**src/rtl/mips_pkg.sv**
```systemverilog
// Shared pipeline definitions for the execute stage.
// Contents:
//   alu_op_e     - ALU operation codes carried in id_ex_alu_op
//   mul_state_e  - encodings for the iterative multiplier FSM
//   FWD_*        - forwarding select values
//   fwd_sel()    - operand forwarding mux (11 behaves like 00)
package mips_pkg;

  typedef enum logic [3:0] {
    ALU_ADD = 4'b0000,
    ALU_SUB = 4'b0001,
    ALU_AND = 4'b0010,
    ALU_OR  = 4'b0011,
    ALU_XOR = 4'b0100,
    ALU_NOR = 4'b0101,
    ALU_SLT = 4'b0110,
    ALU_SLL = 4'b0111,
    ALU_SRL = 4'b1000,
    ALU_LUI = 4'b1001,
    ALU_MUL = 4'b1010
  } alu_op_e;

  typedef enum logic [1:0] {
    MUL_IDLE = 2'b00,
    MUL_BUSY = 2'b01,
    MUL_DONE = 2'b10
  } mul_state_e;

  localparam logic [1:0] FWD_MEM = 2'b10;
  localparam logic [1:0] FWD_WB  = 2'b01;

  function automatic logic [31:0] fwd_sel(
    input logic [1:0]  sel,
    input logic [31:0] reg_data,
    input logic [31:0] mem_data,
    input logic [31:0] wb_data
  );
    logic [31:0] result;
    case (sel)
      FWD_MEM: result = mem_data;
      FWD_WB:  result = wb_data;
      default: result = reg_data;
    endcase
    return result;
  endfunction

endpackage

```
**src/rtl/mul_iter.sv**
```systemverilog
// Iterative 32x32 shift-add multiplier (low 32 bits of the product).
// Ports:
//   clk, reset        - clock, synchronous active-high reset
//   start             - accepted only in IDLE; latches a and b on that edge
//   a, b              - multiplicand / multiplier
//   busy              - high while in BUSY (32 shift-add steps)
//   done              - high for the single DONE cycle; product is valid then
//   product           - accumulated result
module mul_iter
  import mips_pkg::*;
(
  input  logic        clk,
  input  logic        reset,
  input  logic        start,
  input  logic [31:0] a,
  input  logic [31:0] b,
  output logic        busy,
  output logic        done,
  output logic [31:0] product
);

  mul_state_e  state_reg, state_next;
  logic [4:0]  count_reg;
  logic [31:0] acc_reg;
  logic [31:0] mcand_reg;
  logic [31:0] mplier_reg;

  // State register
  always_ff @(posedge clk) begin
    if (reset) state_reg <= MUL_IDLE;
    else       state_reg <= state_next;
  end

  // Next-state logic
  always_comb begin
    state_next = state_reg;
    case (state_reg)
      MUL_IDLE: if (start) state_next = MUL_BUSY;
      MUL_BUSY: if (count_reg == 5'd31) state_next = MUL_DONE;
      MUL_DONE: state_next = MUL_IDLE;
      default:  state_next = MUL_IDLE;
    endcase
  end

  // Outputs
  always_comb begin
    busy    = (state_reg == MUL_BUSY);
    done    = (state_reg == MUL_DONE);
    product = acc_reg;
  end

  // Datapath: one shift-add step per BUSY cycle; the counter wraps back to 0
  // after the 32nd step so it is ready for the next operation.
  always_ff @(posedge clk) begin
    if (reset) begin
      count_reg  <= '0;
      acc_reg    <= '0;
      mcand_reg  <= '0;
      mplier_reg <= '0;
    end else if (state_reg == MUL_IDLE && start) begin
      count_reg  <= '0;
      acc_reg    <= '0;
      mcand_reg  <= a;
      mplier_reg <= b;
    end else if (state_reg == MUL_BUSY) begin
      if (mplier_reg[0]) acc_reg <= acc_reg + mcand_reg;
      mcand_reg  <= mcand_reg << 1;
      mplier_reg <= mplier_reg >> 1;
      count_reg  <= count_reg + 5'd1;
    end
  end

endmodule

```
**src/rtl/ex_stage.sv**
```systemverilog
// Execute stage: operand forwarding, single-cycle ALU, branch resolution,
// iterative multiplier with pipeline stall, and the EX/MEM register.
// Ports:
//   clk, reset                 - clock, synchronous active-high reset
//   id_ex_*                    - instruction held in ID/EX
//   forward_a/b, *_fwd_data    - forwarding selects and forwarded values
//   ex_mem_*                   - registered EX/MEM outputs
//   branch_taken/branch_target - combinational branch resolution
//   ex_stall                   - combinational hold for PC, IF/ID, ID/EX
module ex_stage
  import mips_pkg::*;
(
  input  logic        clk,
  input  logic        reset,
  input  logic        id_ex_valid,
  input  logic [31:0] id_ex_rs_data,
  input  logic [31:0] id_ex_rt_data,
  input  logic [31:0] id_ex_imm,
  input  logic [31:0] id_ex_pc_plus4,
  input  logic [4:0]  id_ex_regdst,
  input  logic [3:0]  id_ex_alu_op,
  input  logic        id_ex_alu_src,
  input  logic        id_ex_reg_write,
  input  logic        id_ex_mem_read,
  input  logic        id_ex_mem_write,
  input  logic        id_ex_mem_to_reg,
  input  logic        id_ex_branch,
  input  logic [1:0]  forward_a,
  input  logic [1:0]  forward_b,
  input  logic [31:0] mem_fwd_data,
  input  logic [31:0] wb_fwd_data,
  output logic        ex_mem_valid,
  output logic        ex_mem_reg_write,
  output logic        ex_mem_mem_read,
  output logic        ex_mem_mem_write,
  output logic        ex_mem_mem_to_reg,
  output logic [31:0] ex_mem_alu_result,
  output logic [31:0] ex_mem_store_data,
  output logic [4:0]  ex_mem_regdst,
  output logic        branch_taken,
  output logic [31:0] branch_target,
  output logic        ex_stall
);

  logic [31:0] op_a, fwd_b, op_b, alu_result, product;
  logic [4:0]  shamt;
  logic        mul_busy, mul_done, mul_start;

  // Controls of the MUL in flight, captured at start and replayed in DONE
  logic        mul_reg_write_reg, mul_mem_read_reg, mul_mem_write_reg, mul_mem_to_reg_reg;
  logic [4:0]  mul_regdst_reg;
  logic [31:0] mul_store_reg;

  assign op_a  = fwd_sel(forward_a, id_ex_rs_data, mem_fwd_data, wb_fwd_data);
  assign fwd_b = fwd_sel(forward_b, id_ex_rt_data, mem_fwd_data, wb_fwd_data);
  assign op_b  = id_ex_alu_src ? id_ex_imm : fwd_b;
  assign shamt = id_ex_imm[10:6];

  // A MUL may only start from IDLE; in DONE the same MUL is still in ID/EX
  // and must not be restarted.
  assign mul_start = id_ex_valid && (id_ex_alu_op == ALU_MUL) && !mul_busy && !mul_done;
  assign ex_stall  = !reset && (mul_busy || mul_start);

  // Gating with ex_stall keeps a flush and a hold from ever coinciding.
  assign branch_taken  = id_ex_valid && id_ex_branch && (op_a == op_b) && !ex_stall;
  assign branch_target = id_ex_pc_plus4 + (id_ex_imm << 2);

  always_comb begin
    alu_result = '0;
    case (id_ex_alu_op)
      ALU_ADD: alu_result = op_a + op_b;
      ALU_SUB: alu_result = op_a - op_b;
      ALU_AND: alu_result = op_a & op_b;
      ALU_OR:  alu_result = op_a | op_b;
      ALU_XOR: alu_result = op_a ^ op_b;
      ALU_NOR: alu_result = ~(op_a | op_b);
      ALU_SLT: alu_result = ($signed(op_a) < $signed(op_b)) ? 32'd1 : 32'd0;
      ALU_SLL: alu_result = op_b << shamt;
      ALU_SRL: alu_result = op_b >> shamt;
      ALU_LUI: alu_result = {id_ex_imm[15:0], 16'h0000};
      default: alu_result = '0;  // MUL goes through mul_iter
    endcase
  end

  mul_iter u_mul (
    .clk     (clk),
    .reset   (reset),
    .start   (mul_start),
    .a       (op_a),
    .b       (op_b),
    .busy    (mul_busy),
    .done    (mul_done),
    .product (product)
  );

  always_ff @(posedge clk) begin
    if (reset) begin
      mul_reg_write_reg  <= 1'b0;
      mul_mem_read_reg   <= 1'b0;
      mul_mem_write_reg  <= 1'b0;
      mul_mem_to_reg_reg <= 1'b0;
      mul_regdst_reg     <= '0;
      mul_store_reg      <= '0;
    end else if (mul_start) begin
      mul_reg_write_reg  <= id_ex_reg_write;
      mul_mem_read_reg   <= id_ex_mem_read;
      mul_mem_write_reg  <= id_ex_mem_write;
      mul_mem_to_reg_reg <= id_ex_mem_to_reg;
      mul_regdst_reg     <= id_ex_regdst;
      mul_store_reg      <= fwd_b;
    end
  end

  // EX/MEM register
  always_ff @(posedge clk) begin
    if (reset || (!mul_done && (ex_stall || !id_ex_valid))) begin
      ex_mem_valid      <= 1'b0;
      ex_mem_reg_write  <= 1'b0;
      ex_mem_mem_read   <= 1'b0;
      ex_mem_mem_write  <= 1'b0;
      ex_mem_mem_to_reg <= 1'b0;
      ex_mem_alu_result <= '0;
      ex_mem_store_data <= '0;
      ex_mem_regdst     <= '0;
    end else if (mul_done) begin
      ex_mem_valid      <= 1'b1;
      ex_mem_reg_write  <= mul_reg_write_reg;
      ex_mem_mem_read   <= mul_mem_read_reg;
      ex_mem_mem_write  <= mul_mem_write_reg;
      ex_mem_mem_to_reg <= mul_mem_to_reg_reg;
      ex_mem_alu_result <= product;
      ex_mem_store_data <= mul_store_reg;
      ex_mem_regdst     <= mul_regdst_reg;
    end else begin
      // A branch never writes the register file or memory.
      ex_mem_valid      <= 1'b1;
      ex_mem_reg_write  <= id_ex_reg_write && !id_ex_branch;
      ex_mem_mem_read   <= id_ex_mem_read;
      ex_mem_mem_write  <= id_ex_mem_write && !id_ex_branch;
      ex_mem_mem_to_reg <= id_ex_mem_to_reg;
      ex_mem_alu_result <= alu_result;
      ex_mem_store_data <= fwd_b;
      ex_mem_regdst     <= id_ex_regdst;
    end
  end

endmodule

```
**config.mk**
```make
export PLATFORM = sky130hd
export DESIGN_NAME = ex_stage
export DESIGN_NICKNAME = d
export VERILOG_FILES = /design/src/rtl/mips_pkg.sv /design/src/rtl/mul_iter.sv /design/src/rtl/ex_stage.sv
export SDC_FILE = /design/constraint.sdc
export NUM_CORES = 1
export LEC_CHECK = 0
export BUFFER_PORTS_ARGS = -buffer_cell sky130_fd_sc_hd__buf_4
export CAP_MARGIN = 15
export CORE_UTILIZATION = 35
export CTS_BUF_LIST = sky130_fd_sc_hd__clkbuf_4 sky130_fd_sc_hd__clkbuf_8
export DETAILED_ROUTE_END_ITERATION = 12
export GPL_ROUTABILITY_DRIVEN = 0
export PLACE_DENSITY_LB_ADDON = 0.08
export REMOVE_ABC_BUFFERS = 1
export SLEW_MARGIN = 20
export SYNTH_ARGS = -nofsm -noshare
export SYNTH_HDL_FRONTEND = slang
export SYNTH_SLANG_ARGS = --single-unit
export TNS_END_PERCENT = 50
```
**constraint.sdc**
```tcl
create_clock -name clk -period 11.25 [get_ports clk]
set_clock_uncertainty 0.15 [all_clocks]
set_input_delay 0.5625 -clock clk [delete_from_list [all_inputs] [get_ports clk]]
set_output_delay 0.5625 -clock clk [all_outputs]
set_load 0.02 [all_outputs]
```
After elaboration in Yosys (flattened, before gate mapping)
Cells that the tools add are included.
Widths: inputs -> output; s select.
- word-level logic and storage cells: 97
- output and inout port bits: 108
- register bits after elaboration: 218
- input port bits: 214
- bitwise logic cells: 4
- eq/ne operators: 20
- $lt $le $gt $ge: 1
- shift-type cells: 2
- add/subtract/negate cells: 5
- multiplexer cells: 20
- reductions and logical operators: 26
- operators by type and width (cell ; number):
    $pmux 32 s10 ; 1
    $mux 32 ; 7
    $pmux 32 s2 ; 2
    $add 32x32->32 ; 3
    $and 32x32->32 ; 1
    $eq 32x32->1 ; 1
    $lt 32x32->1 ; 1
    $not 32->32 ; 1
    $or 32x32->32 ; 1
    $shl 32x5->32 ; 1
    $shr 32x5->32 ; 1
    $sub 32x32->32 ; 1
    $xor 32x32->32 ; 1
    $eq 4x3->1 const B ; 4
    $eq 4x4->1 const B ; 3
    $logic_and 1x1->1 ; 11
    $eq 4x2->1 const B ; 2
    $eq 2x1->1 const B ; 3
    $eq 2x2->1 const B ; 3
    $logic_not 1->1 ; 6
    $mux 1 ; 6
    $add 5x1->5 const B ; 1
    $eq 5x5->1 const B ; 1
    $mux 5 ; 1
    11 further kinds ; 15

Logic depth before layout (Yosys ltp)
Gate-level depths: netlist (run 1).
- depth after elaboration: 10
- gate-level depth with buffers: 22

Cells and area by module
Synthesis (run 1) repeated with hierarchy kept, for this count alone.
- cell total of the unflattened synthesis: 3063
- area, all modules: 22081.2 um^2
- by module, submodules not included (module ; instances ; area an instance (um^2) ; seq. area each (um^2) ; cells each):
    ex_stage ; 1 ; 16677.2 ; 2302.2 ; 2400
    mul_iter ; 1 ; 5403.9 ; 2062.0 ; 663

Least setup slack after synthesis (run 1)
OpenSTA, ideal clock, no wires.
- kind: in2reg
- from: in forward_b[0]
- to: reg ex_mem_alu_result[27]
- stages: 20
- arrival time: 4.458 ns
- path slack: 6.500 ns
- buffers on the path: 3
- required time: 10.958 ns
- cell sequence: inv_1 > ha_1 > inv_1 > buf_2 > buf_2 > o21ai_0 > o21ai_0 > inv_1 > ha_1 > buf_4 > and2_1 > a221oi_2 > nand3_1 > a211oi_1 > o31ai_2 > a221oi_2 > o41ai_1 > xnor2_1 > a2111oi_0 > a221oi_1
- cells in the longest elaborated chain, start to end: 7
- ends and longest elaborated chain (element ; RTL line ; RTL):
    start: declaration ; ex_stage.sv:29 ; input logic [1:0] forward_b,
    $eq 2x1->1 or $eq 2x2->1 (tied branches) ; mips_pkg.sv:39 ; case (sel)
    $pmux 32 s2 * ; mips_pkg.sv:39 ;
    $mux 32 * ; ex_stage.sv:56 ; assign op_b = id_ex_alu_src ? id_ex_imm : fwd_b;
    branches (longest 2 deep; another with $sub 32x32->32) ; -- ;
    $pmux 32 s10 * ; ex_stage.sv:70 ; case (id_ex_alu_op)
    $mux 32 * ; ex_stage.sv:125 ; end else if (mul_done) begin
    end signal: assignment ; ex_stage.sv:131 ; ex_mem_alu_result <= product;
    end signal: assignment ; ex_stage.sv:141 ; ex_mem_alu_result <= alu_result;
    end: declaration ; ex_stage.sv:37 ; output logic [31:0] ex_mem_alu_result,
Mark *: on every way between the ends.
A chain may end at the register's enable or synchronous reset.

Final worst setup path (run 1)
- from: in forward_b[0]
- to: out branch_taken
- cells in the longest elaborated chain, start to end: 6
- ends and longest elaborated chain (element ; RTL line ; RTL):
    $eq 2x1->1 or $eq 2x2->1 (tied branches) ; mips_pkg.sv:39 ;
    $pmux 32 s2 * ; mips_pkg.sv:39 ;
    $mux 32 * ; ex_stage.sv:56 ;
    $eq 32x32->1 * ; ex_stage.sv:65 ; assign branch_taken = id_ex_valid && id_ex_branch && (op_a == op_b) && !ex_stall;
    $logic_and 1x1->1 * (2 in series) ; ex_stage.sv:65 ;
    end: declaration ; ex_stage.sv:40 ; output logic branch_taken,
Mark *: on every way between the ends. The rest lies on a longest branch, timed or not.

==> Flow_metrics.wiki, run 1 <==
{| class="wikitable"
! Metric !! Value
|-
| Number of sinks on the clock net || 218
|-
| Clock-pin slew on the worst setup and hold paths || approximately 0.070 ns
|-
| Non-filler instance count after layout || 4,020
|-
| Routed via count divided by cell count || 6.220
|-
| Final setup fails || 0
|-
| Library cell used as clock root buffer || clkbuf_8
|-
| Vias post-DR || between 20,000 and 30,000
|-
| Mapped Area || around 21,000 sq um
|-
| Worst IR Drop VDD || between 0.08 and 0.09 mV
|-
| Relative contribution of the clock network to total power || between 30% and 40%
|-
| Top-level port count || roughly 320
|-
| Sequential cell area fraction in the yosys report || roughly 20%
|-
| Sw frac || roughly two fifths
|-
| All-layer global routing usage || between 30% and 40%
|-
| Ranking of synthesized cells by area || dfxtp_1 20%, ha_1 9.6%, a21oi_1 8.0%
|-
| Setup TNS Final || 0 ns
|-
| Antenna violations before repair || 2
|-
| Kind of capture point of the worst setup path || output pin
|-
| Worst Reg2Reg Path Length in Cells || 9
|-
| Standard cell area after detailed placement || 24,360 sq um
|-
| CTS tree || built
|-
| Highest clock rate || around 160 MHz
|-
| Crit Reg-Reg Endpoint || ex_mem_alu_result[1]
|-
| Hold Path Origin || id_ex_mem_to_reg
|-
| Number of DRC markers after the initial detailed-route iteration || between 3,000 and 4,000
|-
| Pwr dens || approximately 120 nW/um^2
|-
| CTS H-tree depth || 2
|-
| Max-slew violation count || 0
|-
| Worst flop-to-flop path startpoint || u_mul.state_reg[0]
|-
| Routed Wire Length || between 100,000 and 150,000 microns
|-
| Post-detailed-route wirelength per cell || 26.13 microns
|-
| Most common flop cell mapped by yosys || dfxtp_1
|-
| Max-cap violations || 0
|-
| Area of the core || about 60,000 sq um
|-
| Count of distinct cell types in the synthesized netlist || roughly 90
|-
| Commonest cells after routing, fill and taps aside || 393 x nor2_1, 372 x buf_4, 348 x nand2_1
|-
| First-pass iteration count of the detailed router || 9
|-
| Number of flip-flops and latches in the synthesized netlist || approximately 220
|-
| I/O Buffers || approximately 320
|-
| Area share of the largest cell type after synthesis || 20.38%
|-
| Wire length of the first global-routing pass || approximately 150,000 microns
|-
| Commonest non-fill, non-tap cell in the layout || nor2_1
|-
| Path class of the lowest-slack min-delay path || input pin to flip-flop
|-
| HPWL Detailed || around 80,000 microns
|-
| Period utilization || between 50% and 60%
|-
| Largest fanout on the critical path || 50
|-
| Hold Path Cell Cnt || 3
|-
| Internal power consumption || 1862 uW
|-
| Number of remaining DRC errors || 0
|-
| Power spent charging and discharging nets || roughly 1300 uW
|-
| Area enclosed by the die boundary || a little over 60,000 sq um
|-
| Summed area of non-filler cells in the final layout || between 20,000 and 30,000 sq um
|-
| Post-cts gate resize count || 0
|-
| Proportion of register bits with asynchronous set or reset after synthesis || 0%
|-
| Static leakage power || 0.01081 uW
|-
| Longest Clk Path Bufs || 3
|-
| Remaining global-route overflow || 0
|-
| Rows || 90
|-
| Post-synth EDFFs || 0
|-
| Via count of the first global-routing pass || roughly 23,000
|-
| Fraction of final layout cells sized beyond drive strength 1 || 16.81%
|-
| Die height || around 250 microns
|-
| Count of hold buffers inserted by post-cts repair || 0
|-
| WP data arrival || ~5.6 ns
|-
| Count of final hold-check violations || 0
|-
| Post-CTS Setup Inserts || 0
|-
| Run status || finished clean
|-
| Post-detailed-route count of antenna-violating nets || 0
|-
| Synthesized area per cell || around 7.1 sq um
|-
| Width of the die || around 250 microns
|-
| Post-synth top area cell || dfxtp_1
|-
| Placed Instances || 3,934
|-
| Critical path data required time || 10.54 ns
|-
| End point of the most critical hold path || ex_mem_mem_to_reg
|-
| Setup CP Type || input pin to output pin
|-
| Kind of start point of the critical path || input pin
|-
| Largest net degree at the start of global routing || slightly above 80
|-
| Worst-case headroom to the max-slew limit || between 20% and 30%
|-
| Final critical delay including setup and external delays || between 6 and 7 ns
|-
| Layout-stage area growth over the synthesis result || 18.90%
|-
| Tightest Pin Transition || between 1 and 1.5 ns
|-
| Clock latency on the worst-skew pair || 0.63 ns
|-
| Sequential share of power || about a quarter
|-
| Setup repair after global routing missed its margin || false
|-
| Comb power frac || around 40%
|-
| NumNets Final || 3,583
|-
| Syn. warnings || 0
|-
| Register-to-register setup slack || 6.90 ns
|-
| Critical path launch point || forward_b[0]
|-
| Initial cell density of the core || 35.49%
|-
| TritonCTS Buffers || 46
|-
| Post-Syn Instances || ~3,000
|}
## cell families after synthesis
family | share of synthesized area, %
compound gates | 32.76
xor+xnor | 2.862
fa+ha+maj | 10.01
buf+inv | 6.619
flops | 20.38
mux | 7.326
simple gates | 20.04
## layer usage
| layer | GRT usage, % | up-vias | wire [microns] |
|---|---|---|---|
| met1 | 41.99 | 11980 | 43280 |
| met5 | 0 | - | 13 |
| met3 | 6.300 | 248 | 9622 |
| met4 | 15.24 | 2 | 5353 |
| li1 | - | 11340 | - |
| met2 | 51.18 | 1427 | 46780 |
## worst max path at each step
| stage | end | cells after the start |
|---|---|---|
| 6_report | branch_taken | 14 |
| 5_1_grt | ex_mem_alu_result[27] | 19 |
| 4_1_cts | branch_taken | 14 |
| 3_5_place_dp | ex_mem_alu_result[27] | 19 |
| 3_3_place_gp | ex_mem_alu_result[27] | 19 |
| 2_1_floorplan | ex_mem_alu_result[27] | 17 |
## per-stage QoR
| stage | utilization, % | hold slack, ns | worst slack, ns | power (uW) |
|---|---|---|---|---|
| 3_3_place_gp | 40.36 | 0.2887 | 4.818 | 2048 |
| 6_report | 42.19 | 0.03025 | 4.919 | 3114 |
| 3_5_place_dp | 40.36 | 0.2925 | 4.539 | 2052 |
| 5_1_grt | 42.18 | 0.03894 | 4.664 | 3242 |
| 4_1_cts | 42.18 | 0.004737 | 5.061 | 3095 |
| 2_1_floorplan | - | 0.2762 | 5.694 | 1562 |
## synth_stat cells, types with 8 or more instances
master / n
mux2i_1: 87
a21o_1: 45
nor2_1: 395
nand3_1: 47
nor2b_1: 30
a21oi_1: 341
nor3b_1: 12
nand2b_1: 29
clkbuf_1: 159
dfxtp_1: 218
nor4_1: 19
xor2_1: 19
mux4_2: 20
o21ai_0: 178
nand4_1: 12
a32oi_1: 8
a22oi_1: 77
mux2_2: 22
nor3_1: 48
nand2_1: 348
o211ai_1: 30
o31a_1: 8
o221ai_1: 23
a222oi_1: 8
a221o_1: 16
buf_1: 27
a211oi_1: 31
o31ai_1: 15
xnor2_1: 51
o21a_1: 24
o2111ai_1: 15
and2_1: 9
ha_1: 165
a22o_1: 11
o21bai_1: 21
o22ai_1: 27
buf_2: 26
a221oi_1: 76
inv_1: 137
and3_1: 14
a31oi_1: 26
## critical path: stages
cell and delay [ns]:
buf_4 0.11, inv_1 0.05, ha_2 0.26, buf_4 0.29, inv_1 0.83, o21ai_0 0.51
o21ai_0 0.60, inv_1 0.17, ha_1 0.59, inv_1 0.21, nor2_1 0.27, nand2_1 0.15
nor4_1 0.70, buf_4 0.27
## layout make-up
type / instances / area, sq um
clock inverters: 17 / 215.2
repair buffers: 372 / 2793
well taps: 782 / 978.4
inverters: 138 / 518.0
multi-input cells: 2424 / 15710
diodes: 2 / 5.005
flip-flops and latches: 218 / 4364
clock buffers: 67 / 884.6
fillers: 6256 / 34890
## power by group through the flow
| stage | Sequential, uW | Clock (uW) | Combinational [uW] |
|---|---|---|---|
| after floorplan | 833 | 0 | 729 |
| after global placement | 818 | 0 | 1230 |
| after detailed placement | 818 | 0 | 1230 |
| after CTS | 802 | 1050 | 1240 |
| after global routing | 803 | 1090 | 1350 |
| final | 802 | 1030 | 1280 |
No activity file was read; power rests on OpenSTA's default activity.
==> inputs of run 2 (changes only) <==
ABC_AREA = 1   (was not set)
clock period = 5.99 ns   (was 11.25 ns; I/O delays follow)
==> run 2 against run 1 <==
Against the previous run: clock power increased by 50%; routed wire length grew 13%; sequential share of layout area down 1.3 points; design area up 8.3%; worst hold slack lost 0.012 ns; area after synthesis grew 6.1%; setup slack worse by 3.8 ns; non-clock buffer count up 107; first-iteration DRC count rose by 19%; die area up 6.0%; power grew 87%; flip-flop and latch count did not move; largest cell class unchanged.
==> Flow_metrics.wiki, run 2 <==
{| class="wikitable"
! Metric !! Value
|-
| All-layer global routing usage || 34.14% (+1.9 points)
|-
| Period utilization || 80.59%
|-
| Sequential cell area fraction in the yosys report || 19.21% (-1.2 points)
|-
| Worst-case headroom to the max-slew limit || 21.98% (-2.7 points)
|-
| CTS tree || built
|-
| Post-synth top area cell || dfxtp_1
|-
| Setup TNS Final || 0 ns (unchanged)
|-
| Non-filler instance count after layout || 5,044 (+25%)
|-
| Cell with the largest stage delay on the worst path || nor3_1
|-
| Layout-stage area growth over the synthesis result || 21.38%
|-
| Post-cts gate resize count || 0 (unchanged)
|-
| Post-synth EDFFs || 0 (unchanged)
|-
| Post-Syn Instances || 3,834 (+28%)
|-
| CTS H-tree depth || 2 (unchanged)
|-
| Post-CTS Setup Inserts || 0 (unchanged)
|-
| Slowest stage delay, CP || 0.56 ns (-0.27 ns)
|-
| Number of diodes || 0 (-2)
|-
| Worst Reg2Reg Path Length in Cells || 10 (+1)
|-
| Area of the core || 64,350 sq um (+6.6%)
|-
| Largest fanout on the critical path || 22 (-56%)
|-
| Number of DRC markers after the initial detailed-route iteration || 3,729 (+19%)
|-
| Final setup fails || 0 (unchanged)
|-
| Synthesized area per cell || 5.925 sq um (-17%)
|-
| Post-detailed-route count of antenna-violating nets || 0 (unchanged)
|-
| End point of the most critical hold path || ex_mem_store_data[14]
|-
| Largest net degree at the start of global routing || 73 (-9.9%)
|-
| Count of distinct cell types in the synthesized netlist || 57 (-35%)
|-
| WP data arrival || 4.38 ns (-1.24 ns)
|-
| Hold Path Origin || mem_fwd_data[14]
|-
| NumNets Final || 4,547 (+27%)
|-
| Count of final hold-check violations || 0 (unchanged)
|-
| Critical path data required time || 5.54 ns (-5.00 ns)
|-
| Critical path's most frequent cell || nand2_1
|-
| Top-level port count || 322 (unchanged)
|-
| Setup CP Type || input pin to output pin
|-
| Most used standard cells in the synthesized netlist || 993 x nand2_1, 556 x nand3_1, 403 x inv_1
|-
| Register-to-register setup slack || 2.15 ns (-4.75 ns)
|-
| Area enclosed by the die boundary || 65,930 sq um (+6.0%)
|-
| Remaining global-route overflow || 0 (unchanged)
|-
| Kind of capture point of the worst setup path || output pin
|-
| Routed via count divided by cell count || 5.711 (-8.2%)
|-
| Vias post-DR || 28,810 (+15%)
|-
| TritonCTS Buffers || 41 (-11%)
|-
| Layout fillers || 7,113 (+14%)
|-
| Highest clock rate || between 200 and 250 MHz
|-
| Syn. warnings || 0 (unchanged)
|-
| Hold Path Cell Cnt || 5 (+2)
|-
| Number of flip-flops and latches in the synthesized netlist || 218 (unchanged)
|-
| Kind of start point of the critical path || input pin
|-
| Crit Reg-Reg Endpoint || ex_mem_store_data[17]
|-
| Worst flop-to-flop path startpoint || u_mul.state_reg[0]
|-
| Proportion of register bits with asynchronous set or reset after synthesis || 0% (unchanged)
|-
| Pwr dens || 211.1 nW/um^2 (+73%)
|-
| HPWL Detailed || 94,170 microns (+16%)
|-
| Clock-pin slew on the worst setup and hold paths || 0.05 ns (-0.02 ns)
|-
| Library cell used as clock root buffer || clkbuf_8
|-
| Via count of the first global-routing pass || 26,190 (+13%)
|-
| Final critical delay including setup and external delays || a little under 5 ns
|-
| I/O Buffers || 317 (unchanged)
|-
| Antenna violations before repair || 3 (+1)
|-
| Setup repair after global routing missed its margin || false
|-
| Ordered list of cells on the worst path || buf_4 -> inv_1 -> ha_1 -> buf_4 -> nand2_1 -> nand3_2 -> nand3_1 -> nand2_1 -> inv_1 -> ha_1 -> nand2_1 -> inv_1 -> nand2_1 -> nor3_1 -> nand2_1 -> nor3_1 -> buf_4
|-
| Max-cap violations || 0 (unchanged)
|-
| Number of sinks on the clock net || 218 (unchanged)
|-
| Tightest Pin Transition || 1.160 ns (+0.03649 ns)
|-
| Mapped Area || 22,720 sq um (+6.1%)
|-
| Initial cell density of the core || 35.30% (-0.18 points)
|-
| Wire length of the first global-routing pass || 169,700 microns (+11%)
|-
| Rows || 93 (+3.3%)
|-
| Die height || 256.8 microns (+3.0%)
|-
| Most common flop cell mapped by yosys || dfxtp_1
|-
| Width of the die || 256.8 microns (+3.0%)
|-
| Placed Instances || 4,882 (+24%)
|-
| Path class of the lowest-slack min-delay path || input pin to flip-flop
|-
| Commonest non-fill, non-tap cell in the layout || nand2_1
|-
| Longest Clk Path Bufs || 3 (unchanged)
|-
| Ranking of synthesized cells by area || dfxtp_1 19%, nand2_1 16%, nand3_1 12%
|-
| Routed Wire Length || 118,400 microns (+13%)
|-
| Run status || finished clean
|-
| Commonest cells after routing, fill and taps aside || 992 x nand2_1, 556 x nand3_1, 401 x inv_1
|-
| Fraction of final layout cells sized beyond drive strength 1 || 12.60% (-4.2 points)
|-
| Post-detailed-route wirelength per cell || 23.47 microns (-10%)
|-
| Static leakage power || 0.01361 uW (+26%)
|-
| Max-slew violation count || 0 (unchanged)
|-
| Worst IR Drop VDD || 0.1601 mV (+94%)
|-
| Clock latency on the worst-skew pair || 0.63 ns (about the same)
|-
| Number of remaining DRC errors || 0 (unchanged)
|-
| Most numerous cell in the Yosys netlist || nand2_1
|-
| First-pass iteration count of the detailed router || 9 (unchanged)
|-
| Area share of the largest cell type after synthesis || 19.21% (-1.2 points)
|}
## run 2: cell count changes in the layout (fill, tap and decap cells not counted), sizes merged, moves of 78 or more
cell         before  now
inv             137  416
nor2            396  318
mux2i            87    0
dlygate4sd3       0   94
nand2           348  997
nand3            47  582
## run 2: worst max-delay path by stage
stage / slack, ns / to / from
2_1_floorplan: 1.98 / u_mul.mplier_reg[4] / u_mul.state_reg[0]
3_3_place_gp: 0.74 / ex_mem_alu_result[25] / forward_b[1]
3_5_place_dp: 0.91 / ex_mem_alu_result[4] / forward_b[0]
4_1_cts: 1.31 / branch_taken / forward_b[1]
5_1_grt: 1.07 / ex_mem_alu_result[4] / forward_b[0]
6_report: 1.16 / branch_taken / forward_b[0]
## run 2: stage by stage
step / area (sq um) / hold WS, ns / total power, uW / utilization (%) / setup WS [ns]
after floorplan: 21840 / 0.2186 / 3065 / - / 1.981
after global placement: 25820 / 0.3050 / 4170 / 40.12 / 0.7358
after detailed placement: 25820 / 0.3042 / 4162 / 40.12 / 0.9064
after CTS: 27570 / 0.00008921 / 5752 / 42.85 / 1.312
after global routing: 27570 / 0.04083 / 6088 / 42.85 / 1.074
final: 27570 / 0.01839 / 5821 / 42.85 / 1.163
## run 2: power breakdown
part / leakage, uW / internal (uW) / switching, uW
combinational: 0.0114 / 861 / 1900
sequential: 0.00177 / 1490 / 21.2
clock: 0.000428 / 835 / 710
total: 0.0136 / 3190 / 2630
## run 2: per-layer routing
layer / share of wire (%) / up-vias / track usage (%)
met1: 40 / 13410 / 44.54
met4: 6.5 / 4 / 18.92
met2: 43 / 1559 / 52.45
met3: 9.7 / 313 / 6.752
met5: 0.019 / - / 0
li1: - / 13520 / -
## run 2: logic make-up (layout without fill, tap and decap cells)
| kind of cell | Yosys count | in the layout | share of synthesized area [%] |
|---|---|---|---|
| simple gates | 2031 | 2031 | 38.96 |
| buf+inv | 611 | 966 | 10.82 |
| fa+ha+maj | 169 | 169 | 9.440 |
| flops | 218 | 218 | 19.21 |
| compound gates | 757 | 757 | 19.72 |
| xor+xnor | 48 | 48 | 1.851 |
## run 2: layout make-up
| class | count | area (sq um) | share of cell area [%] |
|---|---|---|---|
| multi-input combinational | 3005 | 15910 | 57.71 |
| sequential | 218 | 4364 | 15.83 |
| timing repair buffer | 479 | 3831 | 13.89 |
| inverter | 419 | 1578 | 5.722 |
| tap | 855 | 1070 | 3.880 |
| clock buffer | 60 | 744.5 | 2.700 |
| clock inverter | 8 | 72.57 | 0.2632 |
## run 2: what timing repair did
| action | 4_1_cts | 5_1_grt |
|---|---|---|
| hold endpoints to repair | 106 | 0 |
| hold buffers | 94 | 0 |
| setup endpoints to repair | 0 | 0 |
## run 2: worst max-delay path: cells and delay by family
| family | cells | cell delay, ns |
|---|---|---|
| adders and majority gates | 2 | 0.97 |
| and+or+nand+nor | 9 | 2.07 |
| buffers and inverters | 6 | 1.01 |
